===== src/rtl/udp_frame_packer.sv =====
// udp_frame_packer
//   Frames calibration, status-message and acquisition data into a
//   valid/ready beat stream for the UDP TX engine. Every frame starts with a
//   header beat {marker, frame_cnt, fee_mode, payload count, 0...}.
//
//   Optional feature: define UDP_FRAME_CHECKSUM_EN to append one trailer beat
//   per frame. Each trailer lane is the lane-wise sum (mod 2^DATAWIDTH) of the
//   header and all payload beats. udp_tx_last then marks the trailer.
//
// Ports
//   sys_clk, sys_rst        clock, asynchronous active-high reset
//   fee_mode                0 idle, 1 calibration, 2 acquisition (sampled at frame start)
//   cal_req, msg_req        single-cycle frame requests (latched into pending flags)
//   adc_baseline/adc_noise  calibration payload, snapshotted at frame start
//   acq_data/valid/ready    acquisition input stream
//   tx_req                  downstream ready
//   udp_tx_data/valid/last  output beat stream
//   frame_cnt               completed frame count (wraps)
//   busy                    frame engine not idle
module udp_frame_packer #(
    parameter int          DATAWIDTH  = 16,
    parameter int          ADC_CHANEL = 8,
    parameter int          ACQ_BEATS  = 64,
    parameter int          CNT_WIDTH  = 11,
    parameter logic [15:0] CAL_MARKER = 16'h3456,
    parameter logic [15:0] MSG_MARKER = 16'h0666,
    parameter logic [15:0] ACQ_MARKER = 16'h0ACE
) (
    input  logic                             sys_clk,
    input  logic                             sys_rst,
    input  logic [4:0]                       fee_mode,
    input  logic                             cal_req,
    input  logic                             msg_req,
    input  logic [ADC_CHANEL*DATAWIDTH-1:0]  adc_baseline,
    input  logic [ADC_CHANEL*DATAWIDTH-1:0]  adc_noise,
    input  logic [ADC_CHANEL*DATAWIDTH-1:0]  acq_data,
    input  logic                             acq_valid,
    output logic                             acq_ready,
    input  logic                             tx_req,
    output logic [ADC_CHANEL*DATAWIDTH-1:0]  udp_tx_data,
    output logic                             udp_tx_valid,
    output logic                             udp_tx_last,
    output logic [CNT_WIDTH-1:0]             frame_cnt,
    output logic                             busy
);
    localparam int W    = ADC_CHANEL * DATAWIDTH;
    localparam int BC_W = $clog2(ACQ_BEATS + 2);

    typedef enum logic [1:0] {
        S_IDLE,
        S_HDR,
`ifdef UDP_FRAME_CHECKSUM_EN
        S_TRL,
`endif
        S_PAY
    } state_t;

    typedef enum logic [1:0] {T_CAL, T_MSG, T_ACQ} ftype_t;

`ifdef UDP_FRAME_CHECKSUM_EN
    localparam logic   HAS_TRL = 1'b1;
    localparam state_t S_END   = S_TRL;   // where a frame goes after its last payload beat
`else
    localparam logic   HAS_TRL = 1'b0;
    localparam state_t S_END   = S_IDLE;
`endif

    state_t               state_q, state_d;
    ftype_t               type_q, type_d;
    logic [BC_W-1:0]      bcnt_q, bcnt_d;
    logic [W-1:0]         data_q, data_d;
    logic                 valid_q, valid_d;
    logic                 last_q, last_d;
    logic [W-1:0]         bl_q, bl_d, nz_q, nz_d;
    logic                 cal_flag_q, cal_flag_d, msg_flag_q, msg_flag_d;
    logic [CNT_WIDTH-1:0] cnt_q, cnt_now;

    logic   load, last_xfer, cal_pend, msg_pend, acq_go, idle_like, acq_last;
    logic   start;
    ftype_t start_type;
    logic [W-1:0] hdr;

    // The output register may take a new beat when empty or when its beat leaves.
    assign load      = !valid_q || tx_req;
    assign last_xfer = valid_q && last_q && tx_req;
    // Header count must already include a frame finishing this very cycle.
    assign cnt_now   = cnt_q + CNT_WIDTH'(last_xfer);
    assign cal_pend  = cal_flag_q || cal_req;
    assign msg_pend  = msg_flag_q || msg_req;
    assign acq_go    = (fee_mode == 5'd2) && acq_valid;
    assign acq_last  = (bcnt_q == BC_W'(ACQ_BEATS - 1));

    // A trailer-less message frame is complete once its header is in the
    // output register, so HDR behaves like IDLE and the next frame can follow
    // without a gap.
`ifdef UDP_FRAME_CHECKSUM_EN
    assign idle_like = (state_q == S_IDLE);
`else
    assign idle_like = (state_q == S_IDLE) || (state_q == S_HDR && type_q == T_MSG);
`endif

    assign acq_ready = (state_q == S_PAY) && (type_q == T_ACQ) && load;

    always_comb begin
        start      = 1'b0;
        start_type = T_CAL;
        if (load && idle_like) begin
            if (cal_pend) begin
                start = 1'b1; start_type = T_CAL;
            end else if (msg_pend) begin
                start = 1'b1; start_type = T_MSG;
            end else if (acq_go) begin
                start = 1'b1; start_type = T_ACQ;
            end
        end
    end

    always_comb begin
        hdr = '0;
        case (start_type)
            T_CAL:   hdr[0 +: DATAWIDTH] = DATAWIDTH'(CAL_MARKER);
            T_MSG:   hdr[0 +: DATAWIDTH] = DATAWIDTH'(MSG_MARKER);
            default: hdr[0 +: DATAWIDTH] = DATAWIDTH'(ACQ_MARKER);
        endcase
        hdr[DATAWIDTH +: DATAWIDTH]   = DATAWIDTH'(cnt_now);
        hdr[2*DATAWIDTH +: DATAWIDTH] = DATAWIDTH'(fee_mode);
        case (start_type)
            T_CAL:   hdr[3*DATAWIDTH +: DATAWIDTH] = DATAWIDTH'(2);
            T_MSG:   hdr[3*DATAWIDTH +: DATAWIDTH] = '0;
            default: hdr[3*DATAWIDTH +: DATAWIDTH] = DATAWIDTH'(ACQ_BEATS);
        endcase
    end

`ifdef UDP_FRAME_CHECKSUM_EN
    logic [W-1:0] sum_q;
`endif

    always_comb begin
        state_d    = state_q;
        type_d     = type_q;
        bcnt_d     = bcnt_q;
        data_d     = data_q;
        valid_d    = valid_q;
        last_d     = last_q;
        bl_d       = bl_q;
        nz_d       = nz_q;
        cal_flag_d = cal_pend && !(start && start_type == T_CAL);
        msg_flag_d = msg_pend && !(start && start_type == T_MSG);
        if (load) begin
            if (idle_like) begin
                valid_d = 1'b0;
                last_d  = 1'b0;
                state_d = S_IDLE;
                if (start) begin
                    data_d  = hdr;
                    valid_d = 1'b1;
                    last_d  = (start_type == T_MSG) && !HAS_TRL;
                    type_d  = start_type;
                    bcnt_d  = '0;
                    state_d = S_HDR;
                    if (start_type == T_CAL) begin
                        bl_d = adc_baseline;
                        nz_d = adc_noise;
                    end
                end
            end else begin
                case (state_q)
                    S_HDR: begin
                        state_d = S_PAY;
                        last_d  = 1'b0;
                        if (type_q == T_CAL) begin
                            data_d  = bl_q;
                            valid_d = 1'b1;
                            bcnt_d  = BC_W'(1);
                        end else if (type_q == T_ACQ) begin
                            valid_d = 1'b0;   // acq beats arrive through acq_ready in PAY
                        end else begin
`ifdef UDP_FRAME_CHECKSUM_EN
                            data_d  = sum_q;  // message trailer covers the header only
                            valid_d = 1'b1;
                            last_d  = 1'b1;
`else
                            valid_d = 1'b0;
`endif
                            state_d = S_IDLE;
                        end
                    end
                    S_PAY: begin
                        if (type_q == T_ACQ) begin
                            if (acq_valid) begin
                                data_d  = acq_data;
                                valid_d = 1'b1;
                                bcnt_d  = bcnt_q + BC_W'(1);
                                last_d  = acq_last && !HAS_TRL;
                                if (acq_last) state_d = S_END;
                            end else begin
                                valid_d = 1'b0;   // upstream gap: bubble
                            end
                        end else begin
                            data_d  = nz_q;
                            valid_d = 1'b1;
                            last_d  = !HAS_TRL;
                            state_d = S_END;
                        end
                    end
`ifdef UDP_FRAME_CHECKSUM_EN
                    S_TRL: begin
                        data_d  = sum_q;
                        valid_d = 1'b1;
                        last_d  = 1'b1;
                        state_d = S_IDLE;
                    end
`endif
                    default: state_d = S_IDLE;
                endcase
            end
        end
    end

    always_ff @(posedge sys_clk or posedge sys_rst) begin
        if (sys_rst) begin
            state_q    <= S_IDLE;
            type_q     <= T_CAL;
            bcnt_q     <= '0;
            data_q     <= '0;
            valid_q    <= 1'b0;
            last_q     <= 1'b0;
            bl_q       <= '0;
            nz_q       <= '0;
            cal_flag_q <= 1'b0;
            msg_flag_q <= 1'b0;
            cnt_q      <= '0;
        end else begin
            state_q    <= state_d;
            type_q     <= type_d;
            bcnt_q     <= bcnt_d;
            data_q     <= data_d;
            valid_q    <= valid_d;
            last_q     <= last_d;
            bl_q       <= bl_d;
            nz_q       <= nz_d;
            cal_flag_q <= cal_flag_d;
            msg_flag_q <= msg_flag_d;
            cnt_q      <= cnt_now;
        end
    end

`ifdef UDP_FRAME_CHECKSUM_EN
    // Running lane sums: restart on each header, accumulate every payload beat.
    logic ld_hdr, ld_pay;
    assign ld_hdr = start;
    assign ld_pay = load && valid_d &&
                    ((state_q == S_PAY) || (state_q == S_HDR && type_q == T_CAL));

    for (genvar l = 0; l < ADC_CHANEL; l++) begin : g_sum
        always_ff @(posedge sys_clk or posedge sys_rst) begin
            if (sys_rst)
                sum_q[l*DATAWIDTH +: DATAWIDTH] <= '0;
            else if (ld_hdr)
                sum_q[l*DATAWIDTH +: DATAWIDTH] <= hdr[l*DATAWIDTH +: DATAWIDTH];
            else if (ld_pay)
                sum_q[l*DATAWIDTH +: DATAWIDTH] <= sum_q[l*DATAWIDTH +: DATAWIDTH]
                                                 + data_d[l*DATAWIDTH +: DATAWIDTH];
        end
    end
`endif

    assign udp_tx_data  = data_q;
    assign udp_tx_valid = valid_q;
    assign udp_tx_last  = last_q;
    assign frame_cnt    = cnt_q;
    assign busy         = (state_q != S_IDLE);

endmodule


===== config.mk =====
export PLATFORM = sky130hd
export DESIGN_NAME = udp_frame_packer
export DESIGN_NICKNAME = d
export VERILOG_FILES = /design/src/rtl/udp_frame_packer.sv
export SDC_FILE = /design/constraint.sdc
export NUM_CORES = 1
export LEC_CHECK = 0
export ABC_AREA = 1
export CORE_ASPECT_RATIO = 0.8
export CORE_MARGIN = 3
export CORE_UTILIZATION = 30
export CTS_BUF_LIST = sky130_fd_sc_hd__clkbuf_8 sky130_fd_sc_hd__clkbuf_16
export CTS_CLUSTER_DIAMETER = 50
export CTS_CLUSTER_SIZE = 30
export DETAILED_ROUTE_END_ITERATION = 10
export SLEW_MARGIN = 15
export SYNTH_ARGS = -nofsm -noshare
export SYNTH_HDL_FRONTEND = slang
export SYNTH_SLANG_ARGS = --single-unit

===== constraint.sdc =====
create_clock -name sys_clk -period 23.9 [get_ports sys_clk]
set_clock_uncertainty 0.05 [all_clocks]
set_input_delay 2.39 -clock sys_clk [delete_from_list [all_inputs] [get_ports sys_clk]]
set_output_delay 2.39 -clock sys_clk [all_outputs]
set_load 0.005 [all_outputs]

-- Word level (Yosys, flattened, before mapping)
Cells that the tools add are included.
- eq/ne operators: 13
- add/sub/neg operators: 2
- muxes and demuxes: 41
- reductions and logical operators: 30
- operators with widths (operator ; count):
    $mux W128 ; 5
    $pmux W128 S2 ; 1
    $mux W7 ; 5
    $pmux W14 S2 ; 1
    $pmux W7 S2 ; 2
    $mux W2 ; 10
    $mux W1 ; 14
    $add A11 B1 Y11 ; 1
    $logic_and A1 B1 Y1 ; 11
    $reduce_and A3 Y1 ; 3
    $ne A4 B4 Y1 const B ; 2
    $add A7 B1 Y7 const B ; 1
    $eq A7 B6 Y1 const B ; 1
    $eq A2 B1 Y1 const B ; 3
    $logic_not A2 Y1 ; 3
    $ne A3 B2 Y1 const B ; 2
    $reduce_and A6 Y1 ; 1
    $eq A5 B2 Y1 const B ; 1
    $reduce_and A5 Y1 ; 1
    $eq A2 B2 Y1 const B ; 2
    $logic_or A1 B1 Y1 ; 4
    $pmux W1 S2 ; 2
    $pmux W2 S2 ; 1
    $reduce_and A4 Y1 ; 1
    6 further kinds ; 8
- bits of input ports: 395
- output and inout bits: 143
- logic and storage cells: 97
- register bits: 410

-- Logic depth before layout (Yosys ltp)
- word-level depth: 10
- gate-level depth with buffers: 13
- mapped depth without buffers: 13

-- Least setup slack after synthesis
OpenSTA, ideal clock, no wires.
- path type: input port to output port
- start: input tx_req
- end: output acq_ready
- slack: 18.721 ns
- data arrival time: 2.739 ns
- buffers on the path: 0
- cell stages on the path: 2
- cells stage by stage: nor2_1 -> nor2_1
- longest elaborated chain between the ends: 2
- ends and longest elaborated chain (element ; RTL line ; source):
    start: declaration ; 39 ; input logic tx_req,
    $logic_or A1 B1 Y1 ; 84 ; assign load = !valid_q || tx_req;
    $logic_and A1 B1 Y1 ; 102 ; assign acq_ready = (state_q == S_PAY) && (type_q == T_ACQ) && load;
    end: declaration ; 38 ; output logic acq_ready,
Every way passes these cells.

-- Worst setup path after layout
Same ends and word-level chain as after synthesis.

==> metrics.txt <==
vias in the first global route=17900; Worst setup SP type=input pin; Mapped Cells=2448; post_cts resized=0; Yosys cell types=29; IO buf count=537; Iter 0 DRT Violations=1351; CP cell instances=clkdlybuf4s50_1 > nor2_1 > nor2_1 > clkdlybuf4s50_1; initial antenna violation count=18; clock slew at reported path FFs=~0.05 ns; ys async rst share=100%; largest net degree at the start of global routing=163; commonest register cell after synthesis=dfrtp_1; R2R Setup Slk=19.11 ns; clk sink count=410; syn_area_per_cell=7.57 µm²; slowest CP cell=clkdlybuf4s50_1; CP startpoint=tx_req; RSZ-0062 raised after global routing=false; fraction of layout instances using a drive strength above 1=3.94%; cell area power density=between 100 and 150 mW/mm²; critical-path maximum fanout=4; status=complete, no violations; Routed WL=68.8 mm; CTS Buf Count=46; Rel. slew slack=19.0%; synthesized area=0.0185 mm²; Area Overhead vs Synth=41.1%; Hold Path Class=reg -> reg; Final Slew Violations=0; R2R Path Start=state_q[0]; Placer Congestion=0.859; Vias=17900; Via density=4.75; Worst Path Buf+Inv=2; setup repair bufs after CTS=0; All-Layer GR Usage=20.8%; Overflow after GRT=0; setup ws final=17.68 ns; Critical Path RT=21.46 ns; H-tree depth=2; fillers=roughly 6000; Starting Density=between 30 and 40%; Final setup viols=0; Die W=284 µm; # hold bufs at CTS=0; drt first pass iters=5; synthesized flop and latch total=410; first-pass GRT wire length=107 mm; Die ar.=0.0648 mm²; FP Rows=80; period utilisation layout=26.0%; core area=approximately 0.060 mm²; CP Capture Type=primary output; Post-synth EDFFs=0; Clk Latency, worst-skew pair=0.56 ns; sequential-to-total area share from yosys stat=55.4%; max-cap viol count=0; fin crit period=6.22 ns; Worst path top cell family by delay=buffers and inverters; hpwl dp=45.9 mm; Post-Place Setup Slack=17.67 ns; Top-Level Pins=538; VDD IR max=between 100 and 150 µV; remaining antenna violation count=0; Worst path max stage delay=0.46 ns; Worst Setup Path Type=in -> out; synth top area cells=dfrtp_1 (55%), nand2_1 (30%), nand3_1 (3.6%), o21ai_0 (3.2%), buf_2 (2.1%); Root Driver=clkbuf_16; drt drc=0; Yosys warnings=0; Setup TNS=0 ns; final design utilization=around 43%; Die Height=~230 µm; share of the synthesized area in the top cell type=55.4%; Max Freq=~160 MHz; worst hold start=nz_q[49]; Routed wire per std cell=18.2 µm; CTS tree=yes; net count after synthesis=2846; CTS Buffer Depth=3; P_leak=12.6 nW; Net count, final=3304; Worst-Margin Slew=approximately 1.2 ns; Yosys top cell by area=dfrtp_1; Final Hold Fails=0; Arr. time, crit path=3.78 ns
-- worst register-to-register path, cell delays in order, from the launching register on --
cell and delay, ns:
dfrtp_1 0.75, inv_2 0.19, nand2_4 0.57, buf_4 1.01, o21ai_0 0.22, nand2_1 0.10
nand2_1 0.10, nand2_4 0.45, buf_4 0.82, o21ai_0 0.37
-- sequential cells by signal (all words and copies together) (netlist names), 2 cells and up --
register     count
type_q           2
bcnt_q           7
nz_q           128
state_q          2
bl_q           128
frame_cnt       11
udp_tx_data    128
-- routing by layer --
metal | up-vias | share of wire [%] | wire length (µm) | GRT usage (%)
li1 | 8508 | - | - | -
met1 | 8688 | 43 | 29700 | 27.6
met2 | 584 | 48 | 32700 | 34.0
met3 | 119 | 6.5 | 4510 | 4.23
met4 | 10 | 2.7 | 1850 | 6.52
met5 | - | 0.10 | 71 | 0
-- final timing paths --
check                                   end  cells past startpoint
min                                nz_q[49]                      2
max                               acq_ready                      4
min reg2reg                        nz_q[49]                      2
min in group asynchronous  udp_tx_data[121]                      2
max reg2reg                 udp_tx_data[81]                      9
max in group asynchronous          nz_q[39]                      4
-- power by group --
group	total (mW)	internal (mW)	switching [mW]
Combinational	1.42	0.510	0.910
Clock	0.768	0.444	0.325
Sequential	1.16	0.998	0.165
Total	3.35	1.95	1.40
-- final cells by class --
class                           count  area (µm²)  share of cell area (%)
Antenna cell                       11        27.5                   0.105
Clock buffer                       51        1250                    4.80
Clock inverter                     34         393                    1.50
Inverter                           47         194                   0.742
Multi-Input combinational cell   1849        7490                    28.6
Sequential cell                   410       10300                    39.2
Tap cell                          820        1030                    3.92
Timing Repair Buffer              552        5500                    21.1
-- through the flow --
step	instance area [µm²]	hold WS, ns	power [mW]	std cells
floorplan	18500	0.392	2.05	2448
global placement	24500	0.403	2.57	3678
detailed placement	24500	0.409	2.61	3678
CTS	26100	0.424	3.40	3763
global route	26100	0.440	3.63	3770
finish	26100	0.419	3.35	3774
-- cells in the mapped netlist, types with 2 or more instances --
master       n
xnor2_1      2
and2_1       3
nand2_1   1491
inv_2        6
o21ai_1     27
o21ai_0    117
nand2_2      2
a21oi_1     16
nor2_1      32
nand4_1      9
xor2_1       4
clkbuf_1    57
nand3_1    132
dfrtp_1    410
inv_1       41
buf_2       76
clkbuf_2     4
buf_1        4
ha_1         3
a22oi_1      3
-- layout by cell type (no fill, tap or decap), types with 2 or more instances in the layout --
cell type	instances
a21oi_1	16
a21oi_4	2
a22oi_1	3
and2_1	3
buf_4	13
bufinv_16	5
clkbuf_16	49
clkbuf_8	2
clkdlybuf4s50_1	537
clkinv_2	4
clkinvlp_4	9
dfrtp_1	410
diode_2	11
ha_1	3
inv_1	42
inv_2	4
inv_6	5
inv_8	9
nand2_1	1490
nand2_4	3
nand3_1	132
nand4_1	9
nor2_1	30
nor2_4	2
o21ai_0	117
o21ai_1	27
xnor2_1	2
xor2_1	4
-- cells by family (layout without fill, tap and decap cells) --
logic type / count (synthesis) / in the layout / share of synthesized area [%]
flip-flops: 410 / 410 / 55.4
adder cells (fa/ha/maj): 3 / 3 / 0.203
other: 0 / 11 / 0
AO/OA/AOI/OAI: 167 / 167 / 4.65
buffers and inverters: 189 / 684 / 4.39
XOR/XNOR: 6 / 6 / 0.284
AND/OR/NAND/NOR: 1673 / 1673 / 35.1
Power figures use the tool's default switching activity.
